==> config.mk <==
export PLATFORM = sky130hd
export DESIGN_NAME = ram_dma
export DESIGN_NICKNAME = d
export VERILOG_FILES = /design/src/rtl/ram_dma_pkg.sv /design/src/rtl/ram_dma_addr_gen.sv /design/src/rtl/ram_dma.sv
export SDC_FILE = /design/constraint.sdc
export NUM_CORES = 1
export LEC_CHECK = 0
export ABC_AREA = 1
export ABC_CLOCK_PERIOD_IN_PS = 2200
export BUFFER_PORTS_ARGS = -buffer_cell sky130_fd_sc_hd__buf_2
export CAP_MARGIN = 20
export CORE_MARGIN = 2
export CORE_UTILIZATION = 24
export DETAILED_ROUTE_END_ITERATION = 16
export SLEW_MARGIN = 20
export SYNTH_ARGS = -nofsm -noshare
export SYNTH_HDL_FRONTEND = slang
export SYNTH_HIERARCHICAL = 1
export SYNTH_SLANG_ARGS = --single-unit
export TNS_END_PERCENT = 50
==> constraint.sdc <==
create_clock -name clk -period 2.2 [get_ports clk]
set_clock_uncertainty 0.2 [all_clocks]
set_input_delay 0 -clock clk [delete_from_list [all_inputs] [get_ports clk]]
set_output_delay 0 -clock clk [all_outputs]
set_load 0.005 [all_outputs]
==> src/rtl/ram_dma_pkg.sv <==
// Shared types and constants for the ram_dma block-copy/fill initiator.
package ram_dma_pkg;

    typedef enum logic [1:0] {
        IDLE  = 2'd0,
        READ  = 2'd1,
        WRITE = 2'd2,
        DONE  = 2'd3
    } ram_dma_state_e;

    typedef enum logic {
        COPY = 1'b0,
        FILL = 1'b1
    } ram_dma_mode_e;

    localparam int unsigned WORD_BYTES = 4;

endpackage

==> src/rtl/ram_dma_addr_gen.sv <==
// Loadable word-aligned byte address register with a +WORD_BYTES step that
// wraps modulo 2^ADDR_WIDTH.
module ram_dma_addr_gen
    import ram_dma_pkg::*;
#(
    parameter int ADDR_WIDTH = 8
) (
    input  logic                  clk,
    input  logic                  rst_n,
    input  logic                  load_i,
    input  logic [ADDR_WIDTH-1:0] load_addr_i,
    input  logic                  inc_i,
    output logic [ADDR_WIDTH-1:0] addr_o
);

    logic [ADDR_WIDTH-1:0] addr_q, addr_d;
    logic                  unused_low;

    // Low bits are dropped on load so every access stays word aligned.
    assign unused_low = ^load_addr_i[1:0];

    always_comb begin
        addr_d = addr_q;
        if (load_i) begin
            addr_d = {load_addr_i[ADDR_WIDTH-1:2], 2'b00};
        end else if (inc_i) begin
            addr_d = addr_q + ADDR_WIDTH'(WORD_BYTES);
        end
    end

    always_ff @(posedge clk or negedge rst_n) begin
        if (!rst_n) begin
            addr_q <= '0;
        end else begin
            addr_q <= addr_d;
        end
    end

    assign addr_o = addr_q;

endmodule

==> src/rtl/ram_dma.sv <==
// Single-port RAM initiator for block copy / block fill.
// Optional RAM_DMA_CHECKSUM_EN adds a rotate-xor checksum of written data.
module ram_dma
    import ram_dma_pkg::*;
#(
    parameter int ADDR_WIDTH = 8,
    parameter int LEN_WIDTH  = 8
) (
    input  logic                  clk,
    input  logic                  rst_n,
    input  logic                  start_i,
    input  logic                  mode_i,
    input  logic [ADDR_WIDTH-1:0] src_addr_i,
    input  logic [ADDR_WIDTH-1:0] dst_addr_i,
    input  logic [LEN_WIDTH-1:0]  len_i,
    input  logic [31:0]           fill_data_i,
    input  logic                  abort_i,
    output logic                  busy_o,
    output logic                  done_o,
    output logic                  en_o,
    output logic [ADDR_WIDTH-1:0] addr_o,
    output logic [31:0]           wdata_o,
    output logic                  we_o,
    output logic [3:0]            be_o,
    input  logic [31:0]           rdata_i,
    output logic [31:0]           checksum_o
);

    ram_dma_state_e        state_q, state_d;
    ram_dma_mode_e         mode_q;
    logic [31:0]           fill_q;
    logic [LEN_WIDTH-1:0]  rem_q, rem_d;
    logic [ADDR_WIDTH-1:0] src_addr, dst_addr;
    logic                  start_acc;
    logic                  in_read, in_write;

    assign start_acc = (state_q == IDLE) && start_i;
    assign in_read   = (state_q == READ);
    assign in_write  = (state_q == WRITE);

    ram_dma_addr_gen #(.ADDR_WIDTH(ADDR_WIDTH)) u_src (
        .clk         (clk),
        .rst_n       (rst_n),
        .load_i      (start_acc),
        .load_addr_i (src_addr_i),
        .inc_i       (in_read),
        .addr_o      (src_addr)
    );

    ram_dma_addr_gen #(.ADDR_WIDTH(ADDR_WIDTH)) u_dst (
        .clk         (clk),
        .rst_n       (rst_n),
        .load_i      (start_acc),
        .load_addr_i (dst_addr_i),
        .inc_i       (in_write),
        .addr_o      (dst_addr)
    );

    always_comb begin
        state_d = state_q;
        rem_d   = rem_q;
        unique case (state_q)
            IDLE: begin
                if (start_i) begin
                    rem_d = len_i;
                    if (len_i == '0) begin
                        state_d = DONE;
                    end else begin
                        state_d = mode_i ? WRITE : READ;
                    end
                end
            end
            READ: begin
                state_d = abort_i ? IDLE : WRITE;
            end
            WRITE: begin
                rem_d = rem_q - 1'b1;
                if (abort_i) begin
                    state_d = IDLE;
                end else if (rem_q == LEN_WIDTH'(1)) begin
                    state_d = DONE;
                end else begin
                    state_d = (mode_q == FILL) ? WRITE : READ;
                end
            end
            DONE: begin
                state_d = IDLE;
            end
            default: begin
                state_d = IDLE;
            end
        endcase
    end

    always_ff @(posedge clk or negedge rst_n) begin
        if (!rst_n) begin
            state_q <= IDLE;
            mode_q  <= COPY;
            fill_q  <= '0;
            rem_q   <= '0;
        end else begin
            state_q <= state_d;
            rem_q   <= rem_d;
            if (start_acc) begin
                mode_q <= ram_dma_mode_e'(mode_i);
                fill_q <= fill_data_i;
            end
        end
    end

    // Everything the RAM sees is a pure decode of the registered state.
    assign busy_o  = in_read || in_write;
    assign done_o  = (state_q == DONE);
    assign en_o    = busy_o;
    assign we_o    = in_write;
    assign be_o    = in_write ? 4'hF : 4'h0;
    assign addr_o  = in_read ? src_addr : (in_write ? dst_addr : '0);
    assign wdata_o = !in_write ? 32'h0 : ((mode_q == FILL) ? fill_q : rdata_i);

`ifdef RAM_DMA_CHECKSUM_EN
    logic [31:0] cs_q;

    always_ff @(posedge clk or negedge rst_n) begin
        if (!rst_n) begin
            cs_q <= '0;
        end else if (start_acc) begin
            cs_q <= '0;
        end else if (in_write) begin
            cs_q <= {cs_q[30:0], cs_q[31]} ^ wdata_o;
        end
    end

    assign checksum_o = cs_q;
`else
    assign checksum_o = 32'h0;
`endif

endmodule

==> results.ini <==
[pwr]
ir_worst_vdd_mv = 0.415
cellInternalPower_mw = 3.29
clkPwrFrac = 0.160
p_per_area_nw_per_um2 = 1170
power_frac_seq = 0.319
p_sw_frac = 0.444
power.leakage_nw = 2.78
p_switching_mw = 2.63
combPwrFrac = 0.521

[floorplanning]
die_w_um = 126
core_area_um2 = 14500
initial_core_util = 0.246
rows = 44
die_area_um2 = 15900
io_pins = 173
die_h_um = 126

[critical_path]
crit_slowest_cell = dlygate4sd3_1
cp_cell_sequence = inv_1, ha_4, inv_4, nor3_1, nand2_1, a21oi_1, dlygate4sd3_1
arrival_ns = 2.08
worst_setup_path_end_kind = flip-flop
startpoint_type = flip-flop
crit_required_ns = 2.24
r2r-end = state_q[0]$_DFFE_PN0P_
path_buf_inv = 3
cpLargestDelayFamily = buffers and inverters
ff2ff_path_depth = 7
worstSetupPathType = flip-flop to flip-flop
r2r_slack_ns = 0.16
cp-startpoint = state_q[0]$_DFFE_PN0P_
endpoint = state_q[0]$_DFFE_PN0P_
slowest_delay_ns = 0.55
r2r_start = state_q[0]$_DFFE_PN0P_
critPathMaxFanout = 13
cp_num_cells = 7

[global_route]
grt_max_degree = 34
antenna_found_initial = 0
grt_pass1_vias = 3478
grt_usage = 0.131
grt_pass1_wl_mm = 16.8
grt.overflow.total = 0

[route]
via_per_inst = 4.21
drcViolationCount = 0
firstDrtPassIters = 4
drtAntennaViolNets = 0
vias = 3742
wire_per_inst_um = 11.7
wl_mm = 10.4
drt-initial-drc-count = 189

[synthesis]
syn-cell-area_um2 = 3570
synth_cell_type_count = 29
ys_ff_latch = 55
synth_seq_area_share = 0.385
syn_area_per_cell_um2 = 6.84
syn_inst = 522
yosys_warnings = 6

[sta]
fin_crit_ns = 2.04
clock.fmax_ghz = 0.491
setup_viol = 0
rsz0062_at_grt = no
tns_ns = 0
fin_hold_ws_ns = 0.0577
hold_violations = 0
drv_slew = 0
finalCritPeriodShare = 0.926

[hold_path]
holdCritPathClass = input port to asynchronous set/reset pin

[clocking]
clk_path_buf_depth = 2
htreeDepth = 2
cts.reportedPaths.clkPinSlew_ns = 0.07
cts_tree = done
clk_latency_ns = 0.30
clock_tree.root_cell = clkbuf_16
cts_buffers = 5
cts.sinks = 55
postCtsSetupBuffers = 0

[run_status]
status = finished, final reports clean

[final_layout]
antennaDiodeCount = 0
syn2layout_area_growth_pct = 41.7
final_nets = 805
drive_gt1_frac = 0.243

[job]
max_cap_viol_count = 0

[placement]
io_buffers = 134
gp_congestion = 0.820
place_hpwl_mm = 7.33

## timing repair
| item | 4_1_cts | 5_1_grt |
|---|---|---|
| hold buffers | 58 | 0 |
| setup endpoints to repair | 0 | 8 |
| gates resized for setup | 0 | 3 |
| hold endpoints to repair | 110 | 0 |
## synth_stat cells
library cell / n / share of area
nand2_1: 173 / 0.18
nor2_1: 89 / 0.094
dfrtp_1: 55 / 0.39
o21ai_0: 43 / 0.060
buf_4: 41 / 0.086
nand3_1: 24 / 0.034
inv_1: 21 / 0.022
clkbuf_1: 12 / 0.013
ha_1: 8 / 0.028
a22oi_1: 6 / 0.013
buf_2: 6 / 0.0084
a21oi_1: 5 / 0.0070
inv_2: 4 / 0.0042
nand2_2: 4 / 0.0070
o22ai_1: 4 / 0.0070
conb_1: 3 / 0.0032
nor3_1: 3 / 0.0042
o21ai_1: 3 / 0.0042
a21oi_2: 2 / 0.0049
clkinv_1: 2 / 0.0021
inv_4: 2 / 0.0035
nor2_2: 2 / 0.0035
o211ai_1: 2 / 0.0042
o21bai_1: 2 / 0.0042
xor2_1: 2 / 0.0049
buf_6: 1 / 0.0032
inv_6: 1 / 0.0025
nor2_4: 1 / 0.0032
o21ai_2: 1 / 0.0025
## metrics by stage
step / util / total power [mW] / setup slack (ns) / area [um^2] / std cells
after CTS: 0.347 / 5.95 / 0.0533 / 5050 / 889
final: 0.348 / 5.92 / 0.162 / 5060 / 889
after detailed placement: 0.295 / 4.86 / 0.317 / 4290 / 823
after global routing: 0.348 / 6.53 / 0.0545 / 5060 / 889
after floorplan: - / 3.93 / 0.343 / 3690 / 555
after global placement: 0.295 / 4.83 / 0.343 / 4290 / 823
## worst min path at each step
stage / startpoint / end / slack (ns) / depth (start not counted)
detailed placement: rst_n / u_dst/addr_o[4]$_DFFE_PN0P_ / -0.14 / 2
global route: rst_n / u_dst/addr_o[6]$_DFFE_PN0P_ / 0.11 / 3
global placement: rst_n / u_dst/addr_o[5]$_DFFE_PN0P_ / -0.14 / 2
floorplan: rst_n / fill_q[0]$_DFFE_PN0P_ / -0.50 / 0
CTS: rst_n / u_dst/addr_o[4]$_DFFE_PN0P_ / 0.08 / 3
finish: rst_n / u_dst/addr_o[5]$_DFFE_PN0P_ / 0.06 / 3
## worst reg2reg max path: cells and delay by family (launching register included)
kind / cells / cell delay (ns)
flip-flops: 1 / 0.42
buffers and inverters: 3 / 0.76
AO/OA/AOI/OAI: 1 / 0.12
AND/OR/NAND/NOR: 2 / 0.22
adder cells (fa/ha/maj): 1 / 0.26
## cell families after synthesis
| kind of cell | after synthesis | synth area share |
|---|---|---|
| compound gates | 68 | 0.107 |
| xor+xnor | 2 | 0.00491 |
| fa+ha+maj | 8 | 0.0280 |
| buf+inv | 90 | 0.145 |
| flops | 55 | 0.385 |
| other cells | 3 | 0.00315 |
| simple gates | 296 | 0.327 |
## state kept, by name (all words and copies together) (netlist names)
register,flops
fill_q,32
mode_q,1
rem_q,8
state_q,2
u_dst/addr_o,6
u_src/addr_o,6
## metal layers
layer  share of wire  up-vias  routed length (um)  track usage
met5               0        -                   0            0
met4           0.012        0                 121       0.0291
met3           0.071        8                 736       0.0348
met2            0.47      139                4870        0.226
met1            0.45     1669                4690        0.164
li1                -     1926                   -            -
## layout make-up
| type | count | area, um^2 |
|---|---|---|
| tap | 184 | 230 |
| sequential | 55 | 1380 |
| multi-input combinational | 410 | 1820 |
| inverter | 30 | 125 |
| clock buffer | 6 | 139 |
| clock inverter | 2 | 35.0 |
| timing repair buffer | 202 | 1340 |
| fill | 1598 | 9470 |
## cell usage in the layout (no fill, tap or decap), types with 6 or more instances in the layout
cell | synthesis | final
nor2_1 | 89 | 89
dlygate4sd3_1 | 0 | 58
buf_4 | 41 | 9
buf_2 | 6 | 134
o21ai_0 | 43 | 43
ha_1 | 8 | 6
nand2_1 | 173 | 173
inv_1 | 21 | 21
conb_1 | 3 | 36
nand3_1 | 24 | 24
a22oi_1 | 6 | 6
dfrtp_1 | 55 | 55
## power groups by stage
stage               logic [mW]  clock network, mW  registers (mW)
floorplan                 2.14                  0            1.80
global placement          2.94                  0            1.89
detailed placement        2.97                  0            1.89
CTS                       3.07              0.993            1.89
global route              3.54               1.03            1.96
finish                    3.08              0.949            1.89
Power figures use the tool's default switching activity.
